==> src/rtl/timestamp_frame_arbiter.sv <==
// Round-robin, frame-locked merger of CHANNELS timestamp source FIFOs into one
// pull-style FIFO interface, with frame sequencing checks, stall recovery and
// status counters.
module timestamp_frame_arbiter #(
  parameter int unsigned CHANNELS    = 4,
  parameter int unsigned FRAME_WORDS = 3,
  parameter int unsigned TIMEOUT     = 255
) (
  input  logic                     BUS_CLK,
  input  logic                     BUS_RST_N,
  input  logic [CHANNELS-1:0]      CHANNEL_EN,
  input  logic [CHANNELS-1:0]      SRC_FIFO_EMPTY,
  input  logic [32*CHANNELS-1:0]   SRC_FIFO_DATA,
  output logic [CHANNELS-1:0]      SRC_FIFO_READ,
  input  logic                     FIFO_READ,
  output logic                     FIFO_EMPTY,
  output logic [31:0]              FIFO_DATA,
  output logic [3:0]               GRANT,
  output logic [31:0]              FRAME_CNT,
  output logic [7:0]               SYNC_ERR_CNT,
  output logic [7:0]               TIMEOUT_CNT
);

  localparam int unsigned DW  = 32;
  localparam int unsigned GW  = 4;
  localparam int unsigned IW  = (CHANNELS > 1) ? $clog2(CHANNELS) : 1;
  localparam int unsigned WCW = 4;
  localparam int unsigned SW  = 8;
  localparam int unsigned CW  = 8;
  localparam int unsigned FW  = 32;

  typedef enum logic {
    S_IDLE   = 1'b0,
    S_LOCKED = 1'b1
  } state_e;

  state_e          state_q, state_d;
  logic [GW-1:0]   grant_q, grant_d;
  logic [IW-1:0]   last_q, last_d;
  logic [WCW-1:0]  word_cnt_q, word_cnt_d;
  logic [SW-1:0]   stall_q, stall_d;
  logic [FW-1:0]   frame_q, frame_d;
  logic [CW-1:0]   sync_q, sync_d;
  logic [CW-1:0]   tmo_q, tmo_d;

  logic [CHANNELS-1:0] cand;
  logic                rr_found;
  logic [IW-1:0]       rr_pick;
  logic [IW-1:0]       gidx;
  logic                g_empty;
  logic [DW-1:0]       g_data;
  logic [3:0]          nib;
  logic                accept;
  logic [SW-1:0]       stall_inc;

  assign cand      = CHANNEL_EN & ~SRC_FIFO_EMPTY;
  assign gidx      = grant_q[IW-1:0];
  assign nib       = g_data[27:24];
  assign accept    = (state_q == S_LOCKED) && FIFO_READ && !g_empty;
  assign stall_inc = stall_q + SW'(1);

  // Round-robin pick: first candidate above last_grant, else wrap from channel 0
  always_comb begin
    rr_found = 1'b0;
    rr_pick  = '0;
    for (int unsigned i = 0; i < CHANNELS; i++) begin
      if (!rr_found && cand[i] && (IW'(i) > last_q)) begin
        rr_found = 1'b1;
        rr_pick  = IW'(i);
      end
    end
    for (int unsigned i = 0; i < CHANNELS; i++) begin
      if (!rr_found && cand[i] && (IW'(i) <= last_q)) begin
        rr_found = 1'b1;
        rr_pick  = IW'(i);
      end
    end
  end

  // Select the empty flag and data word of the granted source
  always_comb begin
    g_empty = 1'b1;
    g_data  = '0;
    for (int unsigned i = 0; i < CHANNELS; i++) begin
      if (gidx == IW'(i)) begin
        g_empty = SRC_FIFO_EMPTY[i];
        g_data  = SRC_FIFO_DATA[DW*i +: DW];
      end
    end
  end

  // State and status registers
  always_ff @(posedge BUS_CLK) begin
    if (!BUS_RST_N) begin
      state_q    <= S_IDLE;
      grant_q    <= '0;
      last_q     <= IW'(CHANNELS - 1);
      word_cnt_q <= '0;
      stall_q    <= '0;
      frame_q    <= '0;
      sync_q     <= '0;
      tmo_q      <= '0;
    end else begin
      state_q    <= state_d;
      grant_q    <= grant_d;
      last_q     <= last_d;
      word_cnt_q <= word_cnt_d;
      stall_q    <= stall_d;
      frame_q    <= frame_d;
      sync_q     <= sync_d;
      tmo_q      <= tmo_d;
    end
  end

  // Next-state: arbitration, frame sequencing and stall timeout
  always_comb begin
    state_d    = state_q;
    grant_d    = grant_q;
    last_d     = last_q;
    word_cnt_d = word_cnt_q;
    stall_d    = stall_q;
    frame_d    = frame_q;
    sync_d     = sync_q;
    tmo_d      = tmo_q;
    unique case (state_q)
      S_IDLE: begin
        if (rr_found) begin
          grant_d    = GW'(rr_pick);
          state_d    = S_LOCKED;
          word_cnt_d = '0;
          stall_d    = '0;
        end
      end
      S_LOCKED: begin
        if (accept) begin
          stall_d = '0;
          if (nib == WCW'(word_cnt_q + WCW'(1))) begin
            if (word_cnt_q == WCW'(FRAME_WORDS - 1)) begin
              state_d    = S_IDLE;
              last_d     = gidx;
              word_cnt_d = '0;
              frame_d    = frame_q + FW'(1);
            end else begin
              word_cnt_d = word_cnt_q + WCW'(1);
            end
          end else begin
            // Mismatch: a new frame head resyncs in place, anything else drops the lock
            if (sync_q != {CW{1'b1}}) sync_d = sync_q + CW'(1);
            if (nib == 4'd1) begin
              word_cnt_d = WCW'(1);
            end else begin
              state_d    = S_IDLE;
              last_d     = gidx;
              word_cnt_d = '0;
            end
          end
        end else if (g_empty) begin
          if (stall_inc == SW'(TIMEOUT)) begin
            state_d    = S_IDLE;
            last_d     = gidx;
            word_cnt_d = '0;
            stall_d    = '0;
            if (tmo_q != {CW{1'b1}}) tmo_d = tmo_q + CW'(1);
          end else begin
            stall_d = stall_inc;
          end
        end
      end
      default: begin
        state_d = S_IDLE;
      end
    endcase
  end

  // Outputs: pass-through of the granted source while locked, idle/empty otherwise
  always_comb begin
    FIFO_EMPTY    = 1'b1;
    FIFO_DATA     = '0;
    SRC_FIFO_READ = '0;
    if (state_q == S_LOCKED) begin
      FIFO_EMPTY = g_empty;
      FIFO_DATA  = g_data;
      for (int unsigned i = 0; i < CHANNELS; i++) begin
        SRC_FIFO_READ[i] = accept && (gidx == IW'(i));
      end
    end
  end

  assign GRANT        = grant_q;
  assign FRAME_CNT    = frame_q;
  assign SYNC_ERR_CNT = sync_q;
  assign TIMEOUT_CNT  = tmo_q;

endmodule

==> config.mk <==
export PLATFORM = sky130hd
export DESIGN_NAME = timestamp_frame_arbiter
export DESIGN_NICKNAME = d
export VERILOG_FILES = /design/src/rtl/timestamp_frame_arbiter.sv
export SDC_FILE = /design/constraint.sdc
export NUM_CORES = 1
export LEC_CHECK = 0
export CORE_MARGIN = 2
export CORE_UTILIZATION = 44
export DETAILED_ROUTE_END_ITERATION = 8
export GPL_TIMING_DRIVEN = 0
export MAX_ROUTING_LAYER = met4
export PLACE_DENSITY = 0.94
export SLEW_MARGIN = 20
export SYNTH_ARGS = -nofsm -noshare
export SYNTH_HDL_FRONTEND = slang
export SYNTH_SLANG_ARGS = --single-unit
==> constraint.sdc <==
create_clock -name BUS_CLK -period 6.9 [get_ports BUS_CLK]
set_input_delay 1.38 -clock BUS_CLK [delete_from_list [all_inputs] [get_ports BUS_CLK]]
set_output_delay 1.38 -clock BUS_CLK [all_outputs]
set_load 0.005 [all_outputs]
Yosys cells after proc, flatten, opt, wreduce, memory -nomap -nowiden
Index checks and enable logic that the tools add are counted.
{"block": "word_totals", "output_inout_bits": 89, "mem_count": 0, "mem_bits_ro": 0, "input_bits": 139, "reg_bits": 65, "word_cells": 132, "latch_bits": 0, "ram_bits": 0}
{"block": "op_classes", "n_mul": 0, "add_sub_neg": 5, "n_bitwise": 5, "n_eq_ne": 14, "div_mod_pow": 0, "reduce_logical": 39, "mux": 53, "n_shift": 0, "order_cmp": 8}
{"op": "two-way mux 32 bit", "count": 5}
{"op": "adder 32 x 1 -> 32 bit (second input constant)", "count": 1}
{"op": "two-way mux 8 bit", "count": 4}
{"op": "two-way mux 4 bit", "count": 7}
{"op": "adder 8 x 1 -> 8 bit (second input constant)", "count": 3}
{"op": "two-way mux 2 bit", "count": 12}
{"op": "two-way mux 1 bit", "count": 22}
{"op": "logical AND 1 bit", "count": 21}
{"op": "!= test 8 bit (second input constant)", "count": 2}
{"op": "one-hot mux 8 bit (2 select lines)", "count": 1}
{"op": "AND reduction 5 bit", "count": 2}
{"op": "== test 8 bit (second input constant)", "count": 1}
{"op": "logical NOT 1 bit", "count": 8}
{"op": "one-hot mux 4 bit (2 select lines)", "count": 1}
{"op": "AND reduction 4 bit", "count": 2}
{"op": "!= test 3 x 1 -> 1 bit (second input constant)", "count": 2}
{"op": "adder 4 x 1 -> 4 bit (second input constant)", "count": 1}
{"op": "AND 4 bit", "count": 1}
{"op": "== test 2 bit (second input constant)", "count": 2}
{"op": "== test 4 x 1 -> 1 bit (second input constant)", "count": 1}
{"op": "== test 4 x 2 -> 1 bit (second input constant)", "count": 1}
{"op": "== test 4 bit", "count": 1}
{"op": "> comparator 1 x 2 -> 1 bit (first input constant)", "count": 2}
{"op": "> comparator 2 bit (first input constant)", "count": 2}
{"op": "13 further kinds", "count": 19}

Longest topological paths before layout
{"block": "logic_depth", "ltp_word": 34, "ltp_mapped": 9, "mapped_depth_nobuf": 8}

Least setup slack after synthesis
Ideal clock, no wire load.
{"block": "synth_path", "kind": "input-to-output", "start": "input port SRC_FIFO_EMPTY[3]", "end": "output port SRC_FIFO_READ[1]", "t_arrival_ns": 2.608, "setup_slack_ns": 2.912, "cell_stages": 5, "required_time_ns": 5.520, "n_path_buf": 1, "path_cell_list": "mux4_2 > nor3_1 > buf_2 > nand2_1 > nor2_1"}
{"block": "synth_via", "elab_chain_cells": 5}
{"element": "start: declaration", "line_no": "12", "text": "input logic [CHANNELS-1:0] SRC_FIFO_EMPTY,"}
{"element": "two-way mux 1 bit", "line_no": "85", "text": "if (gidx == IW'(i)) begin"}
{"element": "logical NOT 1 bit", "line_no": "59", "text": "assign accept = (state_q == S_LOCKED) && FIFO_READ && !g_empty;"}
{"element": "logical AND 1 bit", "line_no": "59"}
{"element": "logical AND 1 bit", "line_no": "184", "text": "SRC_FIFO_READ[i] = accept && (gidx == IW'(i));"}
{"element": "two-way mux 4 bit", "line_no": "180", "text": "if (state_q == S_LOCKED) begin"}
{"element": "end: declaration", "line_no": "14", "text": "output logic [CHANNELS-1:0] SRC_FIFO_READ,"}
Every way passes these cells.

Worst setup path in the final report
{"block": "layout_path", "start": "input port SRC_FIFO_EMPTY[3]", "end": "output port SRC_FIFO_READ[3]"}
Same word-level chain as after synthesis.

==> summary.md <==
| Metric | Value |
|---|---|
| Outcome | finished, final reports clean |
| Crit Path Category | in -> out |
| Total CTS buffers | 9 |
| Placer congestion estimate | 1.00 |
| Worst-Skew Late Latency | 350 ps |
| Synth area leaders | dfxtp_1 (29%), mux4_2 (17%), and2_1 (5.2%) |
| IO Count | 228 |
| Largest fanout on the critical path | 10 |
| Setup slack, reg-to-reg | 3960 ps |
| Max_cap viols | 0 |
| Final min period | 5450 ps |
| Synth Area in Compound Gates | 0.128 |
| CTS H-tree depth | 3 |
| DR iter-0 viols | 378 |
| Net Sw Frac | 0.253 |
| R2R Path End | FRAME_CNT[21] |
| Rows | 36 |
| Fin cells | 875 |
| Initial antenna violation count | 4 |
| Clock root cell | clkbuf_8 |
| Post-synthesis mux area share | 0.187 |
| CP Launch Point | SRC_FIFO_EMPTY[3] |
| Deepest clock path buffer count | 2 |
| Clock Power Share | 0.369 |
| CTS Hold Bufs | 0 |
| Share of cells above drive strength 1 | 0.0854 |
| Peak supply drop | 94.5 uV |
| Ys async rst share | 0 |
| DP HPWL | 14500 microns |
| Largest family of logic cells by synthesized area | simple AND/OR/NAND/NOR gates |
| Max-slew headroom | 0.381 |
| CTS resizes | 0 |
| Endpoints failing setup | 0 |
| Slowest stage delay, CP | 580 ps |
| Unique cell type count in the Yosys netlist | 53 |
| Final Slew Violations | 0 |
| Worst path cell trace | clkdlybuf4s50_1 -> mux4_2 -> nor3_1 -> buf_2 -> nand2_1 -> nor2_1 -> clkdlybuf4s50_1 |
| Core area | 0.00982 sq mm |
| Synth area leader | dfxtp_1 |
| Post-DR vias/cell | 5.88 |
| Worst Skew | 10.1 ps |
| Critical path endpoint category | primary output |
| Clock sink count | 65 |
| Post-Synth Adder-Cell Area | 0.0196 |
| EDFF count, synth | 0 |
| Internal power | 0.000816 W |
| Pwr dens | 153 mW/mm^2 |
| Most frequent cells in the layout | clkdlybuf4s50_1 (224), dfxtp_1 (65), a21oi_1 (39), and2_1 (37), nand2_1 (36) |
| Req. time, crit path | 5520 ps |
| RSZ-0062 raised after global routing | no |
| Reg-to-Reg Start | GRANT[0] |
| Worst hold path class | reg -> reg |
| Grt total ovfl | 0 |
| Final Hold Fails | 0 |
| Largest net degree at the start of global routing | 12 |
| Drt drc | 0 |
| Tcrit/Tclk final | 0.789 |
| Synthesis-to-layout area growth | 59.7% |
| Syn avg cell area | 8.98 sq um |
| Setup repair bufs after CTS | 0 |
| Initial core utilization | 0.455 |
| Reg clk slew, reported paths | 80 ps |
| F_max | 184 MHz |
| Sequential Power Share | 0.353 |
| R2R cell count | 9 |
| Vias in the first global route | 5163 |
| Cells after DPL | 855 |
| Post-Syn Area | 0.00447 sq mm |
| NetSw | 0.000277 W |
| Cells after Synth | 497 |
| Pleak | 2.41 nW |
| Yosys top cell area share | 0.291 |
| Post-synthesis xor/xnor area fraction | 0.0482 |
| Routed WL | 18100 microns |
| Antenna viol nets, final | 0 |
| Synth warn | 0 |
| GRT Util Overall | 0.327 |
| Critical Path Start Type | input port |
| Comb pwr share | 0.278 |
| Crit path capture | SRC_FIFO_READ[3] |
| Worst EP arrival | 4070 ps |
| TritonCTS clock tree | yes |
| First drt pass iteration count | 5 |
| Die area | 0.0110 sq mm |
| Worst-margin pin slew | 929 ps |
| Setup TNS Final | 0 ps |
| Final nets | 879 |
| Critical path's slowest cell | mux4_2 |
| Fill count | 760 |
| Main synth FF type | dfxtp_1 |
| Die Width | 105 microns |
| IO buf count | 224 |
| Chip height | 105 microns |
| First-pass GRT wire length | 27100 microns |
| Synth Area in Simple Gates | 0.282 |
| Most common cell after layout, fill and taps aside | clkdlybuf4s50_1 |
| Mean routed wirelength per cell | 20.7 microns |
| DR vias | 5148 |
| Yosys reg bits | 65 |
| Seq/Total Area, Yosys | 0.291 |
| Most frequent CP cell | clkdlybuf4s50_1 |
[area by class of cell]
class	instances	area, sq um	share of cell area
antenna	4	10.0	0.00140
buffer	30	145	0.0204
clock buffer	11	141	0.0198
clock inverter	5	103	0.0144
inverter	13	48.8	0.00684
multi-input combinational	390	2970	0.417
sequential	65	1300	0.182
tap	133	166	0.0233
timing repair buffer	224	2240	0.314
[per-layer routing]
layer | wire, microns | up-vias | global-route usage | share of wire
met1 | 6560 | 2470 | 0.369 | 0.36
met5 | 0 | - | - | 0
li1 | - | 2328 | - | -
met2 | 9200 | 310 | 0.567 | 0.51
met3 | 1720 | 40 | 0.0742 | 0.095
met4 | 588 | 0 | 0.120 | 0.033
[cell families after synthesis]
kind of cell | count (synthesis)
simple gates | 219
compound gates | 97
flops | 65
buf+inv | 43
mux | 42
xor+xnor | 23
fa+ha+maj | 7
other cells | 1
[worst max-delay path: cells and delay by family]
family        cells  cell delay, ps
buf+inv           3            1390
simple gates      3             710
mux               1             580
[state kept, by name (all words and copies together) (netlist names)]
name and cells:
word_cnt_q 4, stall_q 8, SYNC_ERR_CNT 8, state_q 1, FRAME_CNT 32, TIMEOUT_CNT 8
GRANT 2, last_q 2
[power groups by stage]
stage / sequential, W / combinational [W] / clock [W]
floorplan: 0.000393 / 0.000139 / 0
global placement: 0.000394 / 0.000293 / 0
detailed placement: 0.000394 / 0.000299 / 0
CTS: 0.000386 / 0.000302 / 0.000400
global route: 0.000386 / 0.000323 / 0.000417
finish: 0.000386 / 0.000304 / 0.000403
[worst min-delay path by stage]
stage	startpoint	end	slack [ps]	cells past startpoint
floorplan	FRAME_CNT[31]	FRAME_CNT[31]	470	2
global placement	FRAME_CNT[31]	FRAME_CNT[31]	470	2
detailed placement	FRAME_CNT[31]	FRAME_CNT[31]	480	2
CTS	FRAME_CNT[31]	FRAME_CNT[31]	490	2
global route	FRAME_CNT[31]	FRAME_CNT[31]	530	2
finish	FRAME_CNT[31]	FRAME_CNT[31]	500	2
[cells in the mapped netlist, types with 2 or more instances]
cell type	instances
dfxtp_1	65
a21oi_1	39
and2_1	37
nand2_1	36
mux4_2	33
nor2_1	30
nand3_1	20
or3_1	20
clkbuf_1	18
o21ai_1	17
o31ai_1	15
or4_1	14
inv_1	12
nand2b_1	12
xnor2_1	12
nor3_1	10
xor2_1	10
mux2i_1	9
o21ai_0	9
nand4_1	8
ha_1	7
and3_1	6
and4_1	6
buf_1	4
buf_4	4
nor3b_1	4
nor4_1	3
a211oi_1	2
a221oi_1	2
a22oi_1	2
a311oi_1	2
a31oi_1	2
buf_2	2
buf_6	2
nor2b_1	2
o211ai_1	2
o21a_1	2
or4b_1	2
[stage by stage]
step / hold slack [ps] / utilization / area [sq um] / total power (W) / setup slack, ps
4_1_cts: 494 / 0.725 / 7120 / 0.00109 / 1510
3_5_place_dp: 480 / 0.700 / 6880 / 0.000693 / 1510
5_1_grt: 528 / 0.726 / 7130 / 0.00113 / 1320
2_1_floorplan: 468 / - / 4470 / 0.000532 / 2910
6_report: 503 / 0.726 / 7130 / 0.00109 / 1450
3_3_place_gp: 473 / 0.700 / 6880 / 0.000687 / 1580
Power figures use the tool's default switching activity.
